<file path="src/rtl/wimpfi_pkg.sv">
// Shared types and constants for the transmit-source arbiter.
package wimpfi_pkg;

  localparam logic [7:0] EOT_DEFAULT = 8'h04;

  typedef enum logic [1:0] {
    IDLE,
    STREAM,
    WAIT_MORE,
    WAIT_BUSY
  } arb_state_t;

  // Index width that never collapses to zero bits for a single-entry range.
  function automatic int clog2_min1(input int n);
    return (n > 1) ? $clog2(n) : 1;
  endfunction

endpackage

</file>
<file path="src/rtl/byte_fifo.sv">
// Per-channel first-word-fall-through byte FIFO; DEPTH must be a power of 2 (>= 2).
module byte_fifo #(
  parameter int W     = 8,
  parameter int DEPTH = 32
) (
  input  logic         clk,
  input  logic         reset,
  input  logic         push,
  input  logic         pop,
  input  logic [W-1:0] din,
  output logic [W-1:0] dout,
  output logic         empty,
  output logic         full
);

  localparam int AW = $clog2(DEPTH);

  logic [W-1:0] mem [DEPTH];
  logic [AW:0]  wr_ptr_q;
  logic [AW:0]  rd_ptr_q;
  logic         do_push;
  logic         do_pop;

  // Extra pointer MSB distinguishes full from empty when the indices coincide.
  assign empty   = (wr_ptr_q == rd_ptr_q);
  assign full    = (wr_ptr_q[AW] != rd_ptr_q[AW]) &&
                   (wr_ptr_q[AW-1:0] == rd_ptr_q[AW-1:0]);
  assign do_push = push && !full;
  assign do_pop  = pop && !empty;
  assign dout    = mem[rd_ptr_q[AW-1:0]];

  always_ff @(posedge clk) begin
    if (do_push) begin
      mem[wr_ptr_q[AW-1:0]] <= din;
    end
  end

  always_ff @(posedge clk or posedge reset) begin
    if (reset) begin
      wr_ptr_q <= '0;
      rd_ptr_q <= '0;
    end else begin
      if (do_push) begin
        wr_ptr_q <= wr_ptr_q + (AW+1)'(1);
      end
      if (do_pop) begin
        rd_ptr_q <= rd_ptr_q + (AW+1)'(1);
      end
    end
  end

endmodule

</file>
<file path="src/rtl/tx_source_arbiter.sv">
// Frame arbiter: NCH buffered byte channels into one transmitter, whole EOT-terminated frames.
// TX_ARB_STRICT_PRIO_EN selects lowest-index-first grants instead of round-robin.
module tx_source_arbiter
  import wimpfi_pkg::*;
#(
  parameter int           NCH   = 2,
  parameter int           W     = 8,
  parameter int           DEPTH = 32,
  parameter logic [W-1:0] EOT   = W'(EOT_DEFAULT),
  parameter int           HOLD  = 4
) (
  input  logic                          clk,
  input  logic                          reset,
  input  logic [NCH*W-1:0]              in_data,
  input  logic [NCH-1:0]                in_wr,
  output logic [NCH-1:0]                in_full,
  output logic [NCH-1:0]                ovf,
  input  logic                          xrdy,
  output logic [W-1:0]                  xdata,
  output logic                          xwr,
  output logic                          xsend,
  output logic [clog2_min1(NCH)-1:0]    active_ch,
  output logic                          busy
);

  localparam int AW = clog2_min1(NCH);
  localparam int CW = $clog2(DEPTH) + 1;
  localparam int HW = clog2_min1(HOLD);

  logic [NCH-1:0] push;
  logic [NCH-1:0] pop;
  logic [NCH-1:0] fifo_empty;
  logic [NCH-1:0] fifo_full;
  logic [NCH-1:0] elig;
  logic [W-1:0]   fifo_dout [NCH];
  logic [NCH-1:0] ovf_q;

  arb_state_t     state_q, state_d;
  logic [AW-1:0]  grant_q, grant_d;
  logic [AW-1:0]  rr_ptr_q, rr_ptr_d;
  logic [AW-1:0]  next_ptr;
  logic [AW-1:0]  pick;
  logic           pick_valid;
  logic [HW-1:0]  hold_q, hold_d;
  logic           xwr_q, xwr_d;
  logic           xsend_q, xsend_d;
  logic [W-1:0]   xdata_q, xdata_d;
  logic [W-1:0]   cur_byte;
  logic           cur_empty;

  generate
    for (genvar gi = 0; gi < NCH; gi++) begin : g_ch
      logic [CW-1:0] fcnt_q;
      logic          push_eot;
      logic          pop_eot;

      assign push[gi] = in_wr[gi] && !fifo_full[gi];
      assign pop[gi]  = (state_q == STREAM) && (grant_q == AW'(gi)) && !fifo_empty[gi];

      byte_fifo #(
        .W     (W),
        .DEPTH (DEPTH)
      ) u_fifo (
        .clk   (clk),
        .reset (reset),
        .push  (push[gi]),
        .pop   (pop[gi]),
        .din   (in_data[gi*W +: W]),
        .dout  (fifo_dout[gi]),
        .empty (fifo_empty[gi]),
        .full  (fifo_full[gi])
      );

      assign push_eot = push[gi] && (in_data[gi*W +: W] == EOT);
      assign pop_eot  = pop[gi] && (fifo_dout[gi] == EOT);

      // Complete frames buffered; a full FIFO also qualifies so over-long frames cannot deadlock.
      assign elig[gi] = (fcnt_q != '0) || fifo_full[gi];

      always_ff @(posedge clk or posedge reset) begin
        if (reset) begin
          fcnt_q <= '0;
        end else begin
          case ({push_eot, pop_eot})
            2'b10:   fcnt_q <= fcnt_q + CW'(1);
            2'b01:   fcnt_q <= fcnt_q - CW'(1);
            default: fcnt_q <= fcnt_q;
          endcase
        end
      end
    end
  endgenerate

  always_ff @(posedge clk or posedge reset) begin
    if (reset) begin
      ovf_q <= '0;
    end else begin
      ovf_q <= ovf_q | (in_wr & fifo_full);
    end
  end

`ifdef TX_ARB_STRICT_PRIO_EN
  always_comb begin
    pick       = '0;
    pick_valid = 1'b0;
    for (int i = NCH - 1; i >= 0; i--) begin
      if (elig[i]) begin
        pick       = AW'(i);
        pick_valid = 1'b1;
      end
    end
  end
`else
  logic [2*NCH-1:0] elig2;
  logic [NCH-1:0]   rot;
  logic [AW:0]      sum;

  // Rotate eligibility so bit 0 is the pointer, then map the first hit back to a channel.
  always_comb begin
    elig2      = {elig, elig};
    rot        = elig2[rr_ptr_q +: NCH];
    sum        = '0;
    pick_valid = 1'b0;
    for (int i = NCH - 1; i >= 0; i--) begin
      if (rot[i]) begin
        sum        = {1'b0, rr_ptr_q} + (AW+1)'(i);
        pick_valid = 1'b1;
      end
    end
    if (sum >= (AW+1)'(NCH)) begin
      sum = sum - (AW+1)'(NCH);
    end
    pick = sum[AW-1:0];
  end
`endif

  assign cur_byte  = fifo_dout[grant_q];
  assign cur_empty = fifo_empty[grant_q];
  assign next_ptr  = (grant_q == AW'(NCH - 1)) ? '0 : grant_q + AW'(1);

  always_comb begin
    state_d  = state_q;
    grant_d  = grant_q;
    rr_ptr_d = rr_ptr_q;
    hold_d   = hold_q;
    xwr_d    = 1'b0;
    xsend_d  = 1'b0;
    xdata_d  = xdata_q;
    case (state_q)
      IDLE: begin
        if (xrdy && pick_valid) begin
          grant_d = pick;
          state_d = STREAM;
        end
      end
      STREAM: begin
        if (!cur_empty) begin
          xwr_d   = 1'b1;
          xdata_d = cur_byte;
          if (cur_byte == EOT) begin
            xsend_d  = 1'b1;
            rr_ptr_d = next_ptr;
            hold_d   = '0;
            state_d  = WAIT_BUSY;
          end
        end else begin
          state_d = WAIT_MORE;
        end
      end
      WAIT_MORE: begin
        if (!cur_empty) begin
          state_d = STREAM;
        end
      end
      WAIT_BUSY: begin
        // Give the transmitter up to HOLD cycles to drop xrdy after the send.
        if (!xrdy || (hold_q == HW'(HOLD - 1))) begin
          state_d = IDLE;
        end else begin
          hold_d = hold_q + HW'(1);
        end
      end
      default: state_d = IDLE;
    endcase
  end

  always_ff @(posedge clk or posedge reset) begin
    if (reset) begin
      state_q  <= IDLE;
      grant_q  <= '0;
      rr_ptr_q <= '0;
      hold_q   <= '0;
      xwr_q    <= 1'b0;
      xsend_q  <= 1'b0;
      xdata_q  <= '0;
    end else begin
      state_q  <= state_d;
      grant_q  <= grant_d;
      rr_ptr_q <= rr_ptr_d;
      hold_q   <= hold_d;
      xwr_q    <= xwr_d;
      xsend_q  <= xsend_d;
      xdata_q  <= xdata_d;
    end
  end

  assign in_full   = fifo_full;
  assign ovf       = ovf_q;
  assign xwr       = xwr_q;
  assign xsend     = xsend_q;
  assign xdata     = xdata_q;
  assign active_ch = grant_q;
  assign busy      = (state_q != IDLE);

endmodule

</file>
<file path="config.mk">
export PLATFORM = sky130hd
export DESIGN_NAME = tx_source_arbiter
export DESIGN_NICKNAME = d
export VERILOG_FILES = /design/src/rtl/wimpfi_pkg.sv /design/src/rtl/byte_fifo.sv /design/src/rtl/tx_source_arbiter.sv
export SDC_FILE = /design/constraint.sdc
export NUM_CORES = 1
export LEC_CHECK = 0
export CORE_MARGIN = 2
export CORE_UTILIZATION = 45
export DETAILED_ROUTE_END_ITERATION = 6
export GPL_TIMING_DRIVEN = 0
export SETUP_SLACK_MARGIN = 0.5
export SLEW_MARGIN = 20
export SYNTH_ARGS = -nofsm -noshare
export SYNTH_HDL_FRONTEND = slang
export SYNTH_SLANG_ARGS = --single-unit
</file>
<file path="constraint.sdc">
create_clock -name clk -period 4.81 [get_ports clk]
set_input_delay 0.962 -clock clk [delete_from_list [all_inputs] [get_ports clk]]
set_output_delay 0.962 -clock clk [all_outputs]
set_load 0.005 [all_outputs]
</file>
==> flow_summary.yaml, run 1 <==
status:
  status: "complete, no violations"
global_route:
  grt_max_degree: 55
  antenna_found_initial: 0
  overflow: 0
  grt_pass1_wl_mm: 81.5
  track_usage_pct: 21.1
  first_global_vias: 12300
cells_and_area:
  n_antenna_cell: 0
  regArea_um2: 16700
  fillers: 4022
  final_layout_size_suffix_gt1_share_pct: 18.8
  syn_to_final_growth_pct: 15.2
  postLayoutCoreUtil_pct: 52.8
  nets: 1478
  multi_input_area_um2: 6030
synth:
  yosys.area.top_type: "edfxtp_1"
  ys_seq_area_share_pct: 72.5
  synth_area_leaders: "edfxtp_1 67%, mux4_2 6.2%, dfrtp_1 5.9%"
  ys_warn_count: 0
  ys_types: 60
  syn_nets: 1378
  syn_area_um2: 23100
  synth_top_area_share_pct: 66.7
  synth-edff-count: 512
  synthCells: 1334
  async_reset_ff_share_pct: 9.54
  synth_seq_cells: 566
  ys.flop_type: "edfxtp_1"
  avgSynthCellArea_um2: 17.3
sta:
  setup_viol: 0
  worst_pin_slew_ps: 974
  slew_headroom_pct: 34.8
  drv_slew: 0
  rsz0062_at_grt: "true"
  fin_crit_ps: 4140
  fin_setup_tns_ps: 0
  finalHoldViolations: 0
  fin_crit_sh_pct: 86.0
  max_freq_ghz: 0.242
  fin_skew_ps: 17.4
clocking:
  cts_made_buffers: 58
  ctsRootBufferMaster: "clkbuf_16"
  clk_latency_ps: 610
  clk_path_buf_depth: 3
  cts.sinks: 566
  cts_hold_buf: 0
  htree_levels: 2
  cts_tree: "yes"
  path_clk_slew_ps: 60
worst_hold_path:
  whs_path_depth: 1
  min_path_type: "flop to flop"
  hold_start: "ovf[1]"
  worstHoldEndpoint: "ovf[1]"
critical_path:
  path_cells: "buf_2 > nand3_2 > buf_4 > o221ai_1 > a21oi_2 > a22oi_1 > nor4_2 > and4_1 > ha_4 > ha_1 > a21o_1 > a21oi_2 > o21bai_1 > a21oi_1 > xnor2_1 > nor2_1 > xor2_1"
  cpPeakStageDelay_ps: 480
  slowest_stage: "dfrtp_1"
  r2r_cells: 17
  timing.rr.start: "g_ch[1].u_fifo.rd_ptr_q[3]"
  worstPathMaxFanout: 10
  crit_path_end_kind: "flop"
  cp.required_ps: 5300
  cp_common_cell: "a21oi_2"
  worstReg2RegEnd: "g_ch[1].fcnt_q[5]"
  cp.arrival_ps: 4620
  path_delay_family: "compound AO/OA/AOI/OAI gates"
  worstSetupPathType: "flop to flop"
  path_buf_inv: 2
  reg2reg_setup_slack_ps: 670
  startpoint_type: "flop"
floorplan:
  fp.dieH_um: 230
  rows: 82
  die_width_um: 230
  core_um2: 50400
  initial_core_util_pct: 45.8
  die_area_um2: 53100
  io_pins: 37
drt:
  route.detailed.drc: 0
  drt_wl_total_mm: 55.2
  via_per_inst: 5.78
  detail_route.wl_per_cell_um: 25.6
  ant_nets: 0
  vias: 12400
  drt_pass1_iterations: 7
  dr.first_iter.drc_count: 1315
power:
  vdd_drop_max_mv: 0.372
  powerDensity_nw_per_um2: 596
  leakage_nw: 9.04
run:
  cap_viol_max_count: 0
placement:
  dp_hpwl_mm: 35.8
  gp_congestion: 0.867
  numPortBuffers: 36
worst max path at each step:
stage | startpoint | end | slack, ps | depth (start not counted)
after global routing | g_ch[1].u_fifo.rd_ptr_q[1] | g_ch[1].fcnt_q[5] | 470 | 19
after global placement | g_ch[0].u_fifo.rd_ptr_q[3] | g_ch[0].fcnt_q[5] | -90 | 16
after CTS | g_ch[1].u_fifo.rd_ptr_q[1] | g_ch[1].fcnt_q[5] | 500 | 17
after floorplan | g_ch[0].u_fifo.rd_ptr_q[0] | g_ch[0].fcnt_q[5] | 1170 | 18
final | g_ch[1].u_fifo.rd_ptr_q[3] | g_ch[1].fcnt_q[5] | 670 | 17
after detailed placement | g_ch[0].u_fifo.rd_ptr_q[3] | g_ch[0].fcnt_q[5] | -110 | 16
cell usage after synthesis, types with 2 or more instances:
cell,instances
and4_1,2
mux2_2,6
o21ai_0,30
mux4_2,64
a2111oi_0,3
a22oi_1,26
and2_1,7
buf_2,24
dfrtp_1,54
a21o_1,6
buf_4,14
buf_6,7
nand3_1,20
nor2_1,98
nand3b_1,6
and3b_1,2
nand2_1,49
or2_2,4
buf_1,8
o22ai_1,5
fa_1,2
a21oi_1,47
nor4_2,2
o21bai_1,2
a22o_1,4
a31oi_1,3
or3_1,2
inv_1,17
nand2b_1,2
nor2b_1,13
nor4_1,4
clkbuf_1,20
ha_1,21
nor3_1,3
nand4_1,6
o221ai_1,23
xor2_1,16
a211oi_1,3
xnor2_1,27
edfxtp_1,512
mux2i_1,133
a221oi_1,16
nor4b_1,2
or3b_2,3
state kept, by name, summed over array words and instances, names as in the netlist:
signal	count
active_ch	1
hold_q	2
g_ch.u_fifo.wr_ptr_q	12
rr_ptr_q	1
g_ch.u_fifo.rd_ptr_q	12
g_ch.fcnt_q	12
ovf	2
xdata	8
g_ch.u_fifo.mem	512
xsend	1
xwr	1
state_q	2
cell families after synthesis:
family / Yosys count / synth area share, %
AOI/OAI and AO/OA: 177 / 5.29
xor gates and xnor gates: 43 / 1.63
adders and majority gates: 23 / 1.31
buffers and inverters: 92 / 2.16
DFF: 566 / 72.5
muxes: 203 / 12.3
and+or+nand+nor: 230 / 4.78
metal layers:
layer	vias to the layer above	part of all wire (%)	routed length, um	track usage, %
met2	482	46	25500	32.4
met4	0	2.3	1290	5.54
met1	6414	44	24100	30.9
met3	92	7.9	4380	4.41
met5	-	0	0	0
li1	5455	-	-	-
layout make-up:
cell class,instances,share of cell area [%]
Tap cell,672,3.16
Buffer,75,2.13
Clock inverter,30,1.56
Inverter,17,0.249
Timing Repair Buffer,40,1.17
Multi-Input combinational cell,676,22.7
Clock buffer,78,6.13
Sequential cell,566,62.9
stage by stage:
step	hold WS, ps	cells	power (mW)	setup slack (ps)	cell area [um^2]
after floorplan	442	1334	9.10	1170	23100
after global placement	437	2042	10.7	-88.1	24300
after detailed placement	447	2042	10.8	-106	24200
after CTS	461	2152	15.7	503	26400
after global routing	474	2154	16.4	470	26600
final	454	2154	15.8	675	26600
layout by cell type, fill, tap and decap left out, drive strengths merged, types with 3 or more instances in the layout:
cell type,count
clkdlybuf4s50,20
bufinv,11
mux2,6
nor4,6
buf,70
clkinv,18
xnor2,27
dfrtp,54
nand4,6
mux4,64
nand3b,7
nor2b,13
a21o,6
ha,21
o22ai,5
a22oi,27
or3b,3
edfxtp,512
a2111oi,4
mux2i,133
clkbuf,103
o221ai,23
nand2,49
inv,17
o21ai,31
a22o,4
a211oi,4
xor2,16
a21oi,47
nor3,3
a221oi,16
a31oi,3
nand3,20
or2,5
and2,7
nor2,98
where the power goes:
part / internal [mW] / switching (mW)
Clock: 2.95 / 1.85
Combinational: 1.98 / 3.07
Sequential: 5.81 / 0.190
Total: 10.7 / 5.11
timing repair:
item,in CTS,in global routing
pin swaps,2,4
endpoints found under the setup margin,5,3
setup buffers,2,2
resized for setup,39,54
worst reg2reg max path, delay by kind of cell (launching register included):
| family | cells | cell delay, ps |
|---|---|---|
| AOI/OAI and AO/OA | 7 | 1480 |
| xor gates and xnor gates | 2 | 300 |
| adders and majority gates | 2 | 480 |
| buffers and inverters | 2 | 620 |
| DFF | 1 | 480 |
| and+or+nand+nor | 4 | 670 |
No activity file was read; power rests on OpenSTA's default activity.
==> run 2, diff against run 1 <==
==> constraint.sdc (replaced) <==
create_clock -name clk -period 3.3 [get_ports clk]
set_input_delay 0.66 -clock clk [delete_from_list [all_inputs] [get_ports clk]]
set_output_delay 0.66 -clock clk [all_outputs]
set_load 0.005 [all_outputs]
==> flow_summary.yaml, run 2 (synthesis results as in run 1) <==
power:
  power_mw: 25.8
  clockPowerShare_pct: 26.5
  powerDensity_nw_per_um2: 880
  combinationalPowerShare_pct: 39.5
  vdd_drop_max_mv: 0.459
  swShare_pct: 33.6
  netSwitchingPower_mw: 8.67
  p_int_mw: 17.1
  leakage_nw: 10.0
  seq_power_share_pct: 34.0
drt:
  dr.first_iter.drc_count: 1255
  wl_met1_mm: 25.4
  vias: 13000
  wl_met3_mm: 3.61
  drt_pass1_iterations: 5
  top_layer: "met4"
  via_per_inst: 5.75
  detail_route.wl_per_cell_um: 26.0
  wl_met2_mm: 27.9
  route.detailed.drc: 0
  drt_wl_total_mm: 58.8
  ant_nets: 0
run:
  cap_viol_max_count: 0
sta:
  max_freq_ghz: 0.263
  fin_skew_ps: 15.4
  rsz0062_at_grt: "true"
  setup_slack_ps: -509
  setup_viol: 15
  fin_crit_sh_pct: 115
  finalHoldViolations: 0
  slew_headroom_pct: 48.8
  fin_setup_tns_ps: -4260
  drv_slew: 0
  worst_pin_slew_ps: 767
  fin_crit_ps: 3810
critical_path:
  worstReg2RegEnd: "g_ch[0].fcnt_q[3]"
  timing.rr.start: "g_ch[0].u_fifo.rd_ptr_q[0]"
  cp.required_ps: 3810
  startpoint_type: "flop"
  cp.arrival_ps: 4320
  path_buf_inv: 7
  cp_common_cell: "buf_6"
  slowest_stage: "mux4_2"
  cpPeakStageDelay_ps: 570
  path_cells: "buf_12 > buf_12 > mux4_2 > a211oi_2 > a22oi_2 > nor4_2 > and4_4 > ha_4 > ha_4 > a21o_1 > a21oi_2 > buf_4 > buf_6 > buf_6 > buf_6 > buf_6 > xnor2_2 > o21ai_1"
  crit_path_end_kind: "flop"
  reg2reg_setup_slack_ps: -510
  worstPathMaxFanout: 6
  worstSetupPathType: "flop to flop"
  r2r_cells: 18
  path_delay_family: "compound AO/OA/AOI/OAI gates"
worst_hold_path:
  min_path_type: "flop to flop"
  hold_start: "ovf[1]"
  whs_path_depth: 1
  worstHoldEndpoint: "ovf[1]"
floorplan:
  fp.dieH_um: 230
  rows: 82
  die_width_um: 230
  io_pins: 37
  die_area_um2: 53100
  initial_core_util_pct: 45.8
  core_um2: 50400
cells_and_area:
  final_common_cell: "edfxtp_1"
  final_layout_size_suffix_gt1_share_pct: 36.0
  n_antenna_cell: 0
  fillers: 3751
  syn_to_final_growth_pct: 27.0
  nets: 1589
  largest_reg_flops: 512
  stdcell_count: 2265
  mostFrequentLayoutCells: "512 x edfxtp_1, 125 x mux2i_1, 65 x nor2_4"
clocking:
  ctsRootBufferMaster: "clkbuf_16"
  cts_hold_buf: 0
  clk_path_buf_depth: 3
  path_clk_slew_ps: 60
  cts.sinks: 566
  cts_made_buffers: 59
  htree_levels: 2
  cts_tree: "yes"
  clk_latency_ps: 630
placement:
  dp_hpwl_mm: 36.4
  gp_congestion: 0.877
  preCtsSetupSlack_ps: -1540
  place_inst: 2042
  numPortBuffers: 36
status:
  status: "finished with violations"
  violations: "setup timing"
global_route:
  antenna_found_initial: 0
  overflow: 0
  grt_pass1_wl_mm: 87.0
  grt_max_degree: 55
  track_usage_pct: 22.4
  first_global_vias: 13300
-- run 2: cell types whose count changed in the layout (fill, tap and decap cells not counted), moves of 8 or more --
cell,delta
nand2_1,-10
o21ai_0,-14
nor2_4,+65
clkbuf_1,-9
nor2_1,-65
a21oi_1,-13
a221oi_2,+9
a21oi_2,+10
buf_6,+49
o221ai_1,-8
buf_4,+32
a221oi_1,-12
buf_12,+29
-- run 2: cell type report --
class / instances / area (um^2) / area share (%)
Buffer: 75 / 815 / 2.78
Clock buffer: 75 / 1570 / 5.35
Clock inverter: 34 / 429 / 1.47
Inverter: 17 / 71.3 / 0.244
Multi-Input combinational cell: 676 / 7200 / 24.6
Sequential cell: 566 / 16700 / 57.1
Tap cell: 672 / 841 / 2.87
Timing Repair Buffer: 150 / 1630 / 5.56
-- run 2: power groups by stage --
stage	combinational, mW	sequential (mW)	clock (mW)
finish	10.2	8.77	6.84
global route	10.7	8.82	7.21
CTS	9.25	8.76	6.94
detailed placement	7.00	8.89	0
global placement	6.93	8.87	0
floorplan	4.58	8.80	0
-- run 2: through the flow --
stage | utilization, % | hold WS (ps) | cell area (um^2)
6_report | 58.1 | 459 | 29300
5_1_grt | 58.1 | 472 | 29300
4_1_cts | 56.6 | 462 | 28500
3_5_place_dp | 48.3 | 454 | 24400
3_3_place_gp | 48.5 | 438 | 24400
2_1_floorplan | - | 442 | 23200
-- run 2: worst max path at each step --
stage	from	end	slack, ps	depth (start not counted)
floorplan	g_ch[0].u_fifo.rd_ptr_q[0]	g_ch[0].fcnt_q[5]	-100	16
global placement	g_ch[0].u_fifo.rd_ptr_q[3]	g_ch[0].fcnt_q[5]	-1570	16
detailed placement	g_ch[0].u_fifo.rd_ptr_q[3]	g_ch[0].fcnt_q[5]	-1540	16
CTS	g_ch[0].u_fifo.rd_ptr_q[0]	g_ch[0].fcnt_q[5]	-490	16
global route	g_ch[0].u_fifo.rd_ptr_q[0]	g_ch[0].fcnt_q[5]	-670	18
finish	g_ch[0].u_fifo.rd_ptr_q[0]	g_ch[0].fcnt_q[3]	-510	18
-- run 2: worst register-to-register path: cells and delay by family (launching register included) --
family	cells	cell delay [ps]
flops	1	380
fa+ha+maj	2	370
mux	1	580
simple gates	2	670
buf+inv	7	760
xor+xnor	1	100
compound gates	5	820
-- run 2: repair_timing --
item                                    CTS  global route
cloned                                    8             0
pin swaps                                46            55
endpoints found under the setup margin  538           277
setup buffers                            78            28
resized for setup                       367           101
-- run 2: routing by layer --
metal	GRT usage, %	up-vias
met3	3.75	106
met4	7.78	0
met1	31.4	6747
li1	-	5712
met5	0	-
met2	35.7	454
==> run 3, diff against run 2 <==
--- a/config.mk
+++ b/config.mk
@@ -8,7 +8,6 @@
 export CORE_MARGIN = 2
 export CORE_UTILIZATION = 45
 export DETAILED_ROUTE_END_ITERATION = 6
-export GPL_TIMING_DRIVEN = 0
 export SETUP_SLACK_MARGIN = 0.5
 export SLEW_MARGIN = 20
 export SYNTH_ARGS = -nofsm -noshare
==> flow_summary.yaml, run 3 (synthesis results as in run 1) <==
floorplan:
  initial_core_util_pct: 45.8
  rows: 82
  fp.dieH_um: 230
  die_area_um2: 53100
  io_pins: 37
  core_um2: 50400
  die_width_um: 230
sta:
  finalHoldViolations: 0
  max_freq_ghz: 0.269
  setup_slack_ps: -421
  slew_headroom_pct: 54.7
  setup_viol: 11
  fin_skew_ps: 46.3
  fin_crit_ps: 3720
  rsz0062_at_grt: "true"
  timing.hold.ws_ps: 454
  worst_pin_slew_ps: 678
  fin_setup_tns_ps: -2360
  drv_slew: 0
  fin_crit_sh_pct: 113
critical_path:
  cp.arrival_ps: 4220
  cpPeakStageDelay_ps: 540
  crit_path_end_kind: "flop"
  path_cells: "buf_12 > buf_6 > mux4_2 > a211oi_2 > a22oi_2 > nor4_2 > buf_4 > and4_4 > ha_4 > ha_4 > a21o_1 > a21oi_2 > o21bai_1 > a21oi_1 > xor2_1 > nor2_1 > xor2_1"
  slowest_stage: "dfrtp_4"
  cp.required_ps: 3800
  startpoint_type: "flop"
  worstSetupPathType: "flop to flop"
  worstPathMaxFanout: 5
  path_delay_family: "compound AO/OA/AOI/OAI gates"
  path_buf_inv: 3
clocking:
  htree_levels: 2
  clk_latency_ps: 630
  clk_path_buf_depth: 3
  cts.sinks: 566
  cts_made_buffers: 57
  cts_tree: "yes"
  path_clk_slew_ps: 60
  ctsRootBufferMaster: "clkbuf_16"
run:
  cap_viol_max_count: 0
power:
  leakage_nw: 10.2
  seq_power_share_pct: 34.6
  netSwitchingPower_mw: 8.35
  clockPowerShare_pct: 25.7
  swShare_pct: 32.5
  powerDensity_nw_per_um2: 874
  vdd_drop_max_mv: 0.518
  power_mw: 25.7
  combinationalPowerShare_pct: 39.6
  p_int_mw: 17.3
cells_and_area:
  stdcell_count: 2318
  n_antenna_cell: 0
  mostFrequentLayoutCells: "512 x edfxtp_1, 160 x buf_4, 129 x mux2i_1"
  final_layout_size_suffix_gt1_share_pct: 37.7
  largest_reg_flops: 512
  fin_area_um2: 29400
  syn_to_final_growth_pct: 27.4
  final_common_cell: "edfxtp_1"
  nets: 1641
global_route:
  track_usage_pct: 21.2
  first_global_vias: 13500
  overflow: 0
  grt_max_degree: 33
  antenna_found_initial: 1
  grt_pass1_wl_mm: 84.3
drt:
  route.detailed.drc: 0
  via_per_inst: 5.62
  ant_nets: 0
  detail_route.wl_per_cell_um: 24.1
  drt_wl_total_mm: 55.9
  drt_pass1_iterations: 5
  dr.first_iter.drc_count: 1105
  vias: 13000
placement:
  gp_congestion: 0.887
  placed_cell_area_um2: 25500
  place_inst: 2144
  numPortBuffers: 36
  dp_hpwl_mm: 36.4
status:
  violations: "setup timing"
  status: "finished with violations"
worst_hold_path:
  min_path_type: "flop to flop"
run 3: layout make-up:
| cell class | instances | area [um^2] |
|---|---|---|
| inverters | 17 | 68.8 |
| well taps | 672 | 841 |
| multi-input cells | 676 | 6980 |
| fillers | 3700 | 21000 |
| clock inverters | 34 | 362 |
| clock buffers | 74 | 1570 |
| repair buffers | 279 | 2820 |
| flip-flops and latches | 566 | 16700 |
run 3: path summary, 6_finish.rpt:
check                                                 from                         end  cells past startpoint  slack (ps)
worst min register to register                      ovf[1]                      ovf[1]                      1         450
worst max-delay path            g_ch[0].u_fifo.rd_ptr_q[0]           g_ch[0].fcnt_q[5]                     17        -420
max in group asynchronous                            reset  g_ch[0].u_fifo.rd_ptr_q[2]                      3        2200
worst max register to register  g_ch[0].u_fifo.rd_ptr_q[0]           g_ch[0].fcnt_q[5]                     17        -420
worst min-delay path                                ovf[1]                      ovf[1]                      1         450
min in group asynchronous                            reset           g_ch[1].fcnt_q[3]                      2         460
run 3: power by group through the flow:
stage / clock [mW] / sequential, mW / combinational (mW)
after global placement: 0 / 9.10 / 7.56
after global routing: 7.00 / 8.95 / 10.7
after CTS: 6.71 / 8.88 / 9.38
final: 6.61 / 8.90 / 10.2
after detailed placement: 0 / 9.12 / 7.61
after floorplan: 0 / 8.80 / 4.58
run 3: metal layers:
layer  part of all wire [%]  global-route usage, %  vias to the layer above
met3                    5.5                   3.21                       91
met4                    2.6                   6.29                        2
li1                       -                      -                     5798
met2                     48                   34.5                      413
met1                     44                   29.9                     6727
met5                  0.021                      0                        -
run 3: repair_timing:
item,4_1_cts,5_1_grt
gates cloned,2,2
hold buffers,0,0
endpoints found under the setup margin,531,371
resized for setup,217,118
pin swaps,42,44
setup buffers,42,20
endpoints found under the hold margin,0,0
run 3: through the flow:
| step | utilization [%] | setup WS [ps] |
|---|---|---|
| detailed placement | 50.7 | -696 |
| finish | 58.3 | -421 |
| global route | 58.3 | -542 |
| floorplan | - | -102 |
| global placement | 50.7 | -667 |
| CTS | 56.9 | -374 |
